<file path="config.mk">
export PLATFORM = sky130hd
export DESIGN_NAME = dma_rd_streamer_flat
export DESIGN_NICKNAME = d
export VERILOG_FILES = /design/src/rtl/dma_rd_streamer_pkg.sv /design/src/rtl/dma_rd_streamer_if.sv /design/src/rtl/dma_rd_streamer_burst_calc.sv /design/src/rtl/dma_rd_streamer.sv /design/src/flat_wrapper.sv
export SDC_FILE = /design/constraint.sdc
export NUM_CORES = 1
export LEC_CHECK = 0
export BUFFER_PORTS_ARGS = -buffer_cell sky130_fd_sc_hd__buf_2
export CORE_MARGIN = 2
export CORE_UTILIZATION = 40
export DETAILED_ROUTE_END_ITERATION = 8
export PLACE_DENSITY = 0.68
export SLEW_MARGIN = 20
export SYNTH_ARGS = -nofsm -noshare
export SYNTH_HDL_FRONTEND = slang
export SYNTH_SLANG_ARGS = --single-unit
</file>
<file path="constraint.sdc">
create_clock -name clk -period 16.9 [get_ports clk]
set_clock_uncertainty 0.1 [all_clocks]
set_input_delay 2.535 -clock clk [delete_from_list [all_inputs] [get_ports clk]]
set_output_delay 2.535 -clock clk [all_outputs]
set_load 0.1 [all_outputs]
</file>
<file path="src/rtl/dma_rd_streamer_pkg.sv">
// Shared AXI encodings and DMA read-engine types/constants, plus default widths
// for builds that do not predefine DMA_ADDR_WIDTH / DMA_DATA_WIDTH / DMA_FIFO_DEPTH.
`ifndef DMA_ADDR_WIDTH
`define DMA_ADDR_WIDTH 32
`endif
`ifndef DMA_DATA_WIDTH
`define DMA_DATA_WIDTH 32
`endif
`ifndef DMA_FIFO_DEPTH
`define DMA_FIFO_DEPTH 16
`endif

package axi_pkg;
  localparam logic [1:0] AXI_RESP_OKAY   = 2'b00;
  localparam logic [1:0] AXI_RESP_EXOKAY = 2'b01;
  localparam logic [1:0] AXI_RESP_SLVERR = 2'b10;
  localparam logic [1:0] AXI_RESP_DECERR = 2'b11;
  localparam logic [1:0] AXI_BURST_INCR  = 2'b01;

  // AxSIZE encoding: log2 of bytes per beat
  function automatic logic [2:0] axi_size(input int bytes_per_beat);
    return 3'($clog2(bytes_per_beat));
  endfunction
endpackage

package dma_pkg;
  typedef enum logic [1:0] {
    IDLE  = 2'd0,
    RUN   = 2'd1,
    DRAIN = 2'd2,
    DONE  = 2'd3
  } dma_rd_st_e;

  localparam int DMA_MAX_BURST  = 16;
  localparam int DMA_PAGE_BYTES = 4096;
endpackage

</file>
<file path="src/rtl/dma_rd_streamer_if.sv">
// AXI read address/data channels plus the downstream FIFO write port of the DMA read engine.
interface dma_rd_if #(
  parameter int ADDR_WIDTH = `DMA_ADDR_WIDTH,
  parameter int DATA_WIDTH = `DMA_DATA_WIDTH,
  parameter int FIFO_DEPTH = `DMA_FIFO_DEPTH
);
  logic [ADDR_WIDTH-1:0]       ar_addr;
  logic [7:0]                  ar_len;
  logic                        ar_valid;
  logic                        ar_ready;
  logic [DATA_WIDTH-1:0]       r_data;
  logic [1:0]                  r_resp;
  logic                        r_last;
  logic                        r_valid;
  logic                        r_ready;
  logic                        fifo_write;
  logic [DATA_WIDTH-1:0]       fifo_data;
  logic [$clog2(FIFO_DEPTH):0] fifo_free;

  modport master (
    output ar_addr, ar_len, ar_valid,
    input  ar_ready,
    input  r_data, r_resp, r_last, r_valid,
    output r_ready,
    output fifo_write, fifo_data,
    input  fifo_free
  );

  modport slave (
    input  ar_addr, ar_len, ar_valid,
    output ar_ready,
    output r_data, r_resp, r_last, r_valid,
    input  r_ready,
    input  fifo_write, fifo_data,
    output fifo_free
  );
endinterface

</file>
<file path="src/rtl/dma_rd_streamer_burst_calc.sv">
// Combinational burst sizing: smallest of the burst cap, remaining beats and beats left in the 4KB page.
module dma_rd_burst_calc
  import dma_pkg::*;
#(
  parameter int ADDR_WIDTH = 32,
  parameter int DATA_WIDTH = 32,
  parameter int MAX_BURST  = DMA_MAX_BURST,
  parameter int BURST_W    = $clog2(MAX_BURST) + 1
) (
  input  logic [11:0]           page_off,
  input  logic [ADDR_WIDTH-1:0] beats_left,
  output logic [BURST_W-1:0]    burst
);
  localparam int BEAT_SHIFT = $clog2(DATA_WIDTH / 8);

  logic [12:0]           beats_to_page;
  logic [ADDR_WIDTH-1:0] lim;

  // Alignment guarantees beats_to_page is never zero, so a burst never straddles a page
  always_comb begin
    beats_to_page = (13'(DMA_PAGE_BYTES) - {1'b0, page_off}) >> BEAT_SHIFT;
    lim = beats_left;
    if (lim > ADDR_WIDTH'(MAX_BURST)) lim = ADDR_WIDTH'(MAX_BURST);
    if (lim > ADDR_WIDTH'(beats_to_page)) lim = ADDR_WIDTH'(beats_to_page);
    burst = BURST_W'(lim);
  end
endmodule

</file>
<file path="src/rtl/dma_rd_streamer.sv">
// DMA read engine: credit-gated AXI4 INCR read bursts streamed straight into the data FIFO.
// Optional DMA_RD_PERF_EN adds saturating perf_beats_o / perf_stall_o counters.
module dma_rd_streamer
  import dma_pkg::*;
  import axi_pkg::*;
#(
  parameter int ADDR_WIDTH = `DMA_ADDR_WIDTH,
  parameter int DATA_WIDTH = `DMA_DATA_WIDTH,
  parameter int FIFO_DEPTH = `DMA_FIFO_DEPTH,
  parameter int MAX_BURST  = DMA_MAX_BURST
) (
  input  logic                  clk,
  input  logic                  rst,
  input  logic                  start_i,
  input  logic [ADDR_WIDTH-1:0] src_addr_i,
  input  logic [ADDR_WIDTH-1:0] num_bytes_i,
  input  logic                  abort_i,
  output logic                  busy_o,
  output logic                  done_o,
  output logic                  err_o,
`ifdef DMA_RD_PERF_EN
  output logic [31:0]           perf_beats_o,
  output logic [31:0]           perf_stall_o,
`endif
  dma_rd_if.master              bus
);
  localparam int BEAT_SHIFT = $clog2(DATA_WIDTH / 8);
  // A burst larger than the FIFO could never earn credit, so cap it at the depth
  localparam int EFF_BURST  = (MAX_BURST < FIFO_DEPTH) ? MAX_BURST : FIFO_DEPTH;
  localparam int BURST_W    = $clog2(EFF_BURST) + 1;
  localparam int RES_W      = $clog2(FIFO_DEPTH) + 1;
  localparam int CW         = RES_W + 1;

  dma_rd_st_e            state_q, state_d;
  logic [ADDR_WIDTH-1:0] addr_q, beats_left_q;
  logic [RES_W-1:0]      reserved_q;
  logic                  err_q, aborted_q, ar_hold_q;
  logic [BURST_W-1:0]    burst;
  logic                  credit_ok, ar_valid, ar_hs, r_ready, r_beat, accept;

  dma_rd_burst_calc #(
    .ADDR_WIDTH (ADDR_WIDTH),
    .DATA_WIDTH (DATA_WIDTH),
    .MAX_BURST  (EFF_BURST),
    .BURST_W    (BURST_W)
  ) u_burst_calc (
    .page_off   (addr_q[11:0]),
    .beats_left (beats_left_q),
    .burst      (burst)
  );

  assign credit_ok = CW'(bus.fifo_free) >= CW'(reserved_q) + CW'(burst);
  assign accept    = (state_q == IDLE) && start_i;
  assign ar_hs     = ar_valid && bus.ar_ready;
  assign r_beat    = bus.r_valid && r_ready;

  assign bus.ar_valid   = ar_valid;
  assign bus.ar_addr    = addr_q;
  assign bus.ar_len     = (burst == '0) ? 8'd0 : 8'(burst - BURST_W'(1));
  assign bus.r_ready    = r_ready;
  assign bus.fifo_write = r_beat && !aborted_q;
  assign bus.fifo_data  = bus.r_data;
  assign err_o          = err_q;

  always_ff @(posedge clk) begin
    if (rst) state_q <= IDLE;
    else     state_q <= state_d;
  end

  // An AR already on the bus (ar_hold_q) stays up through an abort until it is accepted
  always_comb begin
    state_d  = state_q;
    busy_o   = 1'b0;
    done_o   = 1'b0;
    r_ready  = 1'b0;
    ar_valid = 1'b0;
    case (state_q)
      IDLE: begin
        if (start_i) state_d = (num_bytes_i == '0) ? DONE : RUN;
      end
      RUN: begin
        busy_o   = 1'b1;
        r_ready  = 1'b1;
        ar_valid = ar_hold_q || (credit_ok && !aborted_q && (burst != '0));
        if (ar_valid && bus.ar_ready) begin
          if (abort_i || aborted_q || (beats_left_q == ADDR_WIDTH'(burst))) state_d = DRAIN;
        end else if ((abort_i || aborted_q) && !ar_valid) begin
          state_d = DRAIN;
        end
      end
      DRAIN: begin
        busy_o  = 1'b1;
        r_ready = 1'b1;
        if (reserved_q == '0) state_d = DONE;
      end
      DONE: begin
        busy_o  = 1'b1;
        done_o  = 1'b1;
        state_d = IDLE;
      end
      default: state_d = IDLE;
    endcase
  end

  // Credits: a burst reserves its beats at AR handshake, each R beat returns one
  always_ff @(posedge clk) begin
    if (rst) begin
      addr_q       <= '0;
      beats_left_q <= '0;
      reserved_q   <= '0;
      err_q        <= 1'b0;
      aborted_q    <= 1'b0;
      ar_hold_q    <= 1'b0;
    end else begin
      ar_hold_q  <= ar_valid && !bus.ar_ready;
      reserved_q <= reserved_q + (ar_hs ? RES_W'(burst) : RES_W'(0)) - (r_beat ? RES_W'(1) : RES_W'(0));
      if (ar_hs) begin
        addr_q       <= addr_q + (ADDR_WIDTH'(burst) << BEAT_SHIFT);
        beats_left_q <= beats_left_q - ADDR_WIDTH'(burst);
      end
      if (r_beat && (bus.r_resp != AXI_RESP_OKAY)) err_q <= 1'b1;
      if ((state_q == RUN) && abort_i) begin
        aborted_q <= 1'b1;
        err_q     <= 1'b1;
      end
      if (accept) begin
        addr_q       <= src_addr_i;
        beats_left_q <= num_bytes_i >> BEAT_SHIFT;
        reserved_q   <= '0;
        err_q        <= 1'b0;
        aborted_q    <= 1'b0;
      end
    end
  end

`ifdef DMA_RD_PERF_EN
  logic stall;
  assign stall = (state_q == RUN) && !aborted_q && (burst != '0) && !ar_valid;

  always_ff @(posedge clk) begin
    if (rst) begin
      perf_beats_o <= '0;
      perf_stall_o <= '0;
    end else if (accept) begin
      perf_beats_o <= '0;
      perf_stall_o <= '0;
    end else begin
      if (bus.fifo_write && (perf_beats_o != '1)) perf_beats_o <= perf_beats_o + 32'd1;
      if (stall && (perf_stall_o != '1))          perf_stall_o <= perf_stall_o + 32'd1;
    end
  end
`endif
endmodule

</file>
<file path="src/flat_wrapper.sv">
// flat-port wrapper written by rule: the top's interface ports become plain ports
module dma_rd_streamer_flat import dma_pkg::*; import axi_pkg::*;
#(
  parameter int ADDR_WIDTH = `DMA_ADDR_WIDTH,
  parameter int DATA_WIDTH = `DMA_DATA_WIDTH,
  parameter int FIFO_DEPTH = `DMA_FIFO_DEPTH,
  parameter int MAX_BURST  = DMA_MAX_BURST
)
  (clk, rst, start_i, src_addr_i, num_bytes_i, abort_i, busy_o, done_o, err_o, bus_ar_addr, bus_ar_len, bus_ar_valid, bus_ar_ready, bus_r_data, bus_r_resp, bus_r_last, bus_r_valid, bus_r_ready, bus_fifo_write, bus_fifo_data, bus_fifo_free);
  dma_rd_if #(.ADDR_WIDTH(ADDR_WIDTH), .DATA_WIDTH(DATA_WIDTH), .FIFO_DEPTH(FIFO_DEPTH)) bus_i ();
  input  logic clk;
  input  logic rst;
  input  logic start_i;
  input  logic [ADDR_WIDTH-1:0] src_addr_i;
  input  logic [ADDR_WIDTH-1:0] num_bytes_i;
  input  logic abort_i;
  output logic busy_o;
  output logic done_o;
  output logic err_o;
  output wire logic [$bits(bus_i.ar_addr)-1:0] bus_ar_addr;
  output wire logic [$bits(bus_i.ar_len)-1:0] bus_ar_len;
  output wire logic [$bits(bus_i.ar_valid)-1:0] bus_ar_valid;
  input wire logic [$bits(bus_i.ar_ready)-1:0] bus_ar_ready;
  input wire logic [$bits(bus_i.r_data)-1:0] bus_r_data;
  input wire logic [$bits(bus_i.r_resp)-1:0] bus_r_resp;
  input wire logic [$bits(bus_i.r_last)-1:0] bus_r_last;
  input wire logic [$bits(bus_i.r_valid)-1:0] bus_r_valid;
  output wire logic [$bits(bus_i.r_ready)-1:0] bus_r_ready;
  output wire logic [$bits(bus_i.fifo_write)-1:0] bus_fifo_write;
  output wire logic [$bits(bus_i.fifo_data)-1:0] bus_fifo_data;
  input wire logic [$bits(bus_i.fifo_free)-1:0] bus_fifo_free;
  assign bus_ar_addr = bus_i.ar_addr;
  assign bus_ar_len = bus_i.ar_len;
  assign bus_ar_valid = bus_i.ar_valid;
  assign bus_i.ar_ready = bus_ar_ready;
  assign bus_i.r_data = bus_r_data;
  assign bus_i.r_resp = bus_r_resp;
  assign bus_i.r_last = bus_r_last;
  assign bus_i.r_valid = bus_r_valid;
  assign bus_r_ready = bus_i.r_ready;
  assign bus_fifo_write = bus_i.fifo_write;
  assign bus_fifo_data = bus_i.fifo_data;
  assign bus_i.fifo_free = bus_fifo_free;
  dma_rd_streamer #(.ADDR_WIDTH(ADDR_WIDTH), .DATA_WIDTH(DATA_WIDTH), .FIFO_DEPTH(FIFO_DEPTH), .MAX_BURST(MAX_BURST)) u_core (.clk(clk), .rst(rst), .start_i(start_i), .src_addr_i(src_addr_i), .num_bytes_i(num_bytes_i), .abort_i(abort_i), .busy_o(busy_o), .done_o(done_o), .err_o(err_o), .bus(bus_i));
endmodule
</file>
# After elaboration in Yosys (flattened, before gate mapping)
# Index checks and enable logic that the tools add are counted.
# word_totals
reg_bits,74
output_inout_bits,78
in_bits,110
elab_cells,77
# classes
n_reduce_logical,29
n_addsub,7
n_mux,22
eq_ne,8
order_cmp,3
# ops
op,n
two-way mux 32 bit,3
two-way mux 30 bit,2
adder 32 x 7 -> 32 bit,1
equality test 32 x 5 -> 1 bit,1
> comparator 32 x 11 -> 1 bit,1
> comparator 32 x 5 -> 1 bit (second input constant),1
logical NOT 32 bit,1
subtractor 32 x 5 -> 32 bit,1
subtractor 13 x 12 -> 13 bit (first input constant),1
two-way mux 2 bit,6
logical AND 1 bit,11
logical NOT 5 bit,2
two-way mux 5 bit,2
two-way mux 8 bit,1
one-hot mux 2 bit (4 select lines),1
two-way mux 1 bit,7
adder 5 x 5 -> 6 bit,1
greater-or-equal comparator 5 x 6 -> 1 bit,1
nonzero test 2 bit,3
subtractor 5 x 1 -> 6 bit (second input constant),1
adder 5 bit,1
nonzero test 5 bit,1
subtractor 5 bit,1
equality test 2 bit (second input constant),2
other kinds (11),16

# Depth between registers and ports, before layout
# logic_depth
ltp_word,14
depth_mapped,37
ltp_nobuf,35

# By module
# From an unflattened synthesis, not the netlist that was laid out.
# hier_totals
cells_unflattened,796
area_unflattened_um2,6067.1
# modules_own_cells
module,area_each_um2,n_inst,seq_area_each_um2,cells_each
dma_rd_streamer,5492.8,1,1481.4,719
dma_rd_burst_calc,574.3,1,0.0,77

# Least setup slack after synthesis
# No wires, ideal clock.
# synth_path
kind,flip-flop to output port
startpoint,"register u_core.addr_q[3], in the netlist u_core.bus.ar_addr[3]"
endpoint,output bus_ar_len[6]
t_required_ns,14.265
stages_incl_launch_ff,19
n_path_buf,1
t_arrival_ns,7.251
setup_slack_ns,7.014
cell_sequence,dfxtp_1 -> or4_1 -> nor2_1 -> nand2_1 -> nor3_1 -> nand2b_1 -> o21ai_0 -> nand2_1 -> ha_1 -> nand3_1 -> nor3_1 -> or4_1 -> o21ai_2 -> nand2_1 -> o21ai_0 -> inv_1 -> ha_1 -> nor3_1 -> buf_4
# synth_between
elab_chain_len,5
word_cells_on_any_way,6
cone_classes,add/sub: 2; order compare: 1; mux: 2; reduce/logical: 1
# synth_lines
element,line_no,rtl
"start, declared",dma_rd_streamer.sv:35,"logic [ADDR_WIDTH-1:0] addr_q, beats_left_q;"
"start signal, assigned",dma_rd_streamer.sv:118,addr_q <= addr_q + (ADDR_WIDTH'(burst) << BEAT_SHIFT);
"start signal, assigned",dma_rd_streamer.sv:127,addr_q <= src_addr_i;
subtractor 13 x 12 -> 13 bit *,dma_rd_streamer_burst_calc.sv:21,"beats_to_page = (13'(DMA_PAGE_BYTES) - {1'b0, page_off}) >> BEAT_SHIFT;"
> comparator 32 x 11 -> 1 bit,dma_rd_streamer_burst_calc.sv:24,if (lim > ADDR_WIDTH'(beats_to_page)) lim = ADDR_WIDTH'(beats_to_page);
two-way mux 5 bit *,dma_rd_streamer_burst_calc.sv:24,
subtractor 5 x 1 -> 6 bit or logical NOT 5 bit (tied branches),dma_rd_streamer.sv:59,assign bus.ar_len = (burst == '0) ? 8'd0 : 8'(burst - BURST_W'(1));
two-way mux 8 bit *,dma_rd_streamer.sv:59,
"end, declared",flat_wrapper.sv:21,output wire logic [$bits(bus_i.ar_len)-1:0] bus_ar_len;
# Mark *: on every way between the ends. The rest lies on a longest branch, timed or not.

# Worst setup path in the final report
# layout_path
startpoint,"register u_core.addr_q[3], in the netlist u_core.bus.ar_addr[3]"
endpoint,output bus_ar_valid
# layout_between
elab_chain_len,9
word_cells_on_any_way,10
cone_classes,add/sub: 2; order compare: 2; mux: 2; reduce/logical: 4
# layout_lines
element,line_no,rtl
subtractor 13 x 12 -> 13 bit *,dma_rd_streamer_burst_calc.sv:21,
> comparator 32 x 11 -> 1 bit,dma_rd_streamer_burst_calc.sv:24,
two-way mux 5 bit *,dma_rd_streamer_burst_calc.sv:24,
adder 5 x 5 -> 6 bit,dma_rd_streamer.sv:52,assign credit_ok = CW'(bus.fifo_free) >= CW'(reserved_q) + CW'(burst);
greater-or-equal comparator 5 x 6 -> 1 bit,dma_rd_streamer.sv:52,
logical AND 1 bit,dma_rd_streamer.sv:84,ar_valid = ar_hold_q || (credit_ok && !aborted_q && (burst != '0));
logical AND 1 bit *,dma_rd_streamer.sv:84,
logical OR 1 bit *,dma_rd_streamer.sv:84,
two-way mux 1 bit *,dma_rd_streamer.sv:77,case (state_q)
"end, declared",flat_wrapper.sv:22,output wire logic [$bits(bus_i.ar_valid)-1:0] bus_ar_valid;
# Marked as above.

==> flow_metrics.tcl <==
set metrics [dict create \
    yosys.area.top_type "dfxtp_1" \
    synth_top_family_by_area "simple AND/OR/NAND/NOR gates" \
    r2r_start "u_core.bus.ar_addr[3]" \
    ioPinCount 188 \
    fmax_mhz 105 \
    layout_commonest_cell "buf_2" \
    drive_above_1_share_pct 20.0 \
    yosys.area_share.simple_pct 22.6 \
    root_buffer "clkbuf_16" \
    crit_arrival_ns 6.90 \
    area_delta_synth_final_pct 14.0 \
    cts_htree_levels 3 \
    grt_pass1_vias 4919 \
    synth_enable_flop_cells 0 \
    p_leak_uw 0.00272 \
    multi_input_area_um2 3620 \
    outcome "finished, final reports clean" \
    ctsHoldBuffers 0 \
    cts_tree "yes" \
    finalMaxSlewViolations 0 \
    synth.distinct_cells 56 \
    async_flop_share_pct 0 \
    die_area_um2 15000 \
    ant_nets 0 \
    required_ns 14.27 \
    ys_seq_elements 74 \
    relSlewSlack_pct 39.6 \
    fill_cells 1417 \
    synth-seq-area-share_pct 26.4 \
    die-width_um 123 \
    criticalPathCategory "register to output pin" \
    hold_violations 0 \
    timing.final.crit_period_ns 9.53 \
    startpoint_type "register" \
    cts_buffers 9 \
    synthMuxAreaShare_pct 0.713 \
    grt_pass1_wl_um 24100 \
    numPortBuffers 122 \
    viasPerCell 5.49 \
    hpwl_um 11200 \
    vdd_drop_max_v 0.000192 \
    ys_warn_count 0 \
    first_pass_iters 5 \
    tightest_slew_ns 0.896 \
    clk_path_buf_depth 2 \
    synth_compound_area_share_pct 20.6 \
    drt_wl_total_um 15000 \
    synth_area_leaders "dfxtp_1 26%, ha_1 10%, o21ai_0 7.5%" \
    track_usage_pct 20.4 \
    drcViolationCount 0 \
    hold_path.class "register to register" \
    gp_congestion 0.868 \
    synth_top_area_share_pct 26.4 \
    syn_avg_cell_area_um2 7.82 \
    min_from "u_core.bus.ar_addr[1]" \
    vias 5404 \
    worstSkewPairLatency_ns 0.35 \
    setup_viol 0 \
    slowest_delay_ns 0.76 \
    nets 959 \
    initial_utilization_pct 40.6 \
    rsz0062_at_grt "no" \
    first_iter_violations 325 \
    synth_fa_ha_area_share_pct 11.7 \
    layout_common_cells "122 x buf_2, 84 x o21ai_0, 74 x dfxtp_1" \
    cp_max_fo 7 \
    cp-startpoint "u_core.bus.ar_addr[3]" \
    synth-xor-area-share_pct 8.26 \
    grt_overflow 0 \
    core_um2 13800 \
    ys.flop_type "dfxtp_1" \
    diodes 0 \
    path_clk_slew_ns 0.05 \
    rows 43 \
    cts.sinks 74 \
    die-height_um 123 \
    period_share_pct 56.4 \
    drv_cap 0 \
    regArea_um2 1480 \
    synth_area_um2 5620 \
    cp_num_buf_inv 1 \
    grt_start_max_net_pins 77 \
    r2r_slack_ns 8.21 \
    post_cts_buffers 0 \
    finalPower_uw 1510 \
    syn_inst 719 \
    antenna_found_initial 0 \
    power.density_nw_per_um2 236 \
    critPathCaptureType "output pin" \
    crit_slowest_cell "o21ai_0" \
    cts_resized 0 \
    cp_top_family "simple AND/OR/NAND/NOR gates" \
    wire_per_inst_um 15.2 \
    tns_ns 0 \
]
==> synth_stat cells, types with 5 or more instances <==
library cell and instances:
nor3_1 20, inv_1 37, a31oi_1 29, and2_1 11, o21ai_0 84, nor2b_1 6
nand3_1 27, or3_1 14, nand4_1 19, clkbuf_1 21, xor2_1 39, buf_4 35
or4_1 7, a21oi_1 55, a211oi_1 6, nand2b_1 5, o31ai_1 7, ha_1 46
nand2_1 52, dfxtp_1 74, xnor2_1 14, a21o_1 6, nor2_1 34, nor4_1 12
==> cell type report <==
class	instances	area share (%)
multi-input cells	549	56.5
flip-flops and latches	74	23.1
repair buffers	128	10.2
clock buffers	13	4.06
well taps	180	3.52
inverters	37	2.17
clock inverters	3	0.352
==> worst paths after layout <==
path / depth (start not counted) / to
setup / recovery: 25 / bus_ar_valid
hold / removal: 2 / u_core.bus.ar_addr[1]
setup reg to reg: 34 / u_core.reserved_q[4]
hold reg to reg: 2 / u_core.bus.ar_addr[1]
==> where the power goes <==
group	internal, µW	switching (µW)	leakage [µW]	total, µW
Clock	108	76.8	0.000140	185
Sequential	224	54.6	0.000611	279
Combinational	279	769	0.00197	1050
Total	611	901	0.00272	1510
==> sequential cells by signal (all words and copies together) (netlist names) <==
| name | cells |
|---|---|
| u_core.aborted_q | 1 |
| u_core.ar_hold_q | 1 |
| u_core.beats_left_q | 32 |
| u_core.bus.ar_addr | 32 |
| u_core.err_o | 1 |
| u_core.reserved_q | 5 |
| u_core.state_q | 2 |
==> per-stage QoR <==
stage,std cells,area (µm²),utilization [%],worst slack [ns],hold WS [ns]
after CTS,984,6400,46.3,7.38,0.396
final,984,6400,46.3,7.37,0.399
after global routing,984,6400,46.3,6.78,0.434
after global placement,968,6120,44.3,7.76,0.384
after floorplan,724,5640,-,7.01,0.378
after detailed placement,968,6120,44.3,7.75,0.388
==> worst min-delay path, stage by stage (launching register included) <==
cell and delay, ns:
dfxtp_1 0.33, nand2_1 0.06, a21oi_1 0.05
==> cells by family after synthesis <==
logic type / Yosys count
simple gates: 233
mux: 4
fa+ha+maj: 50
xor+xnor: 53
compound gates: 203
other cells: 1
buf+inv: 101
flops: 74
==> per-layer routing <==
layer	wire length [µm]	vias up	track usage, %
met3	969	19	5.07
met5	0	-	0
li1	-	2726	-
met1	7030	2506	27.8
met2	6780	153	31.9
met4	197	0	5.96
No activity file was read; power rests on OpenSTA's default activity.
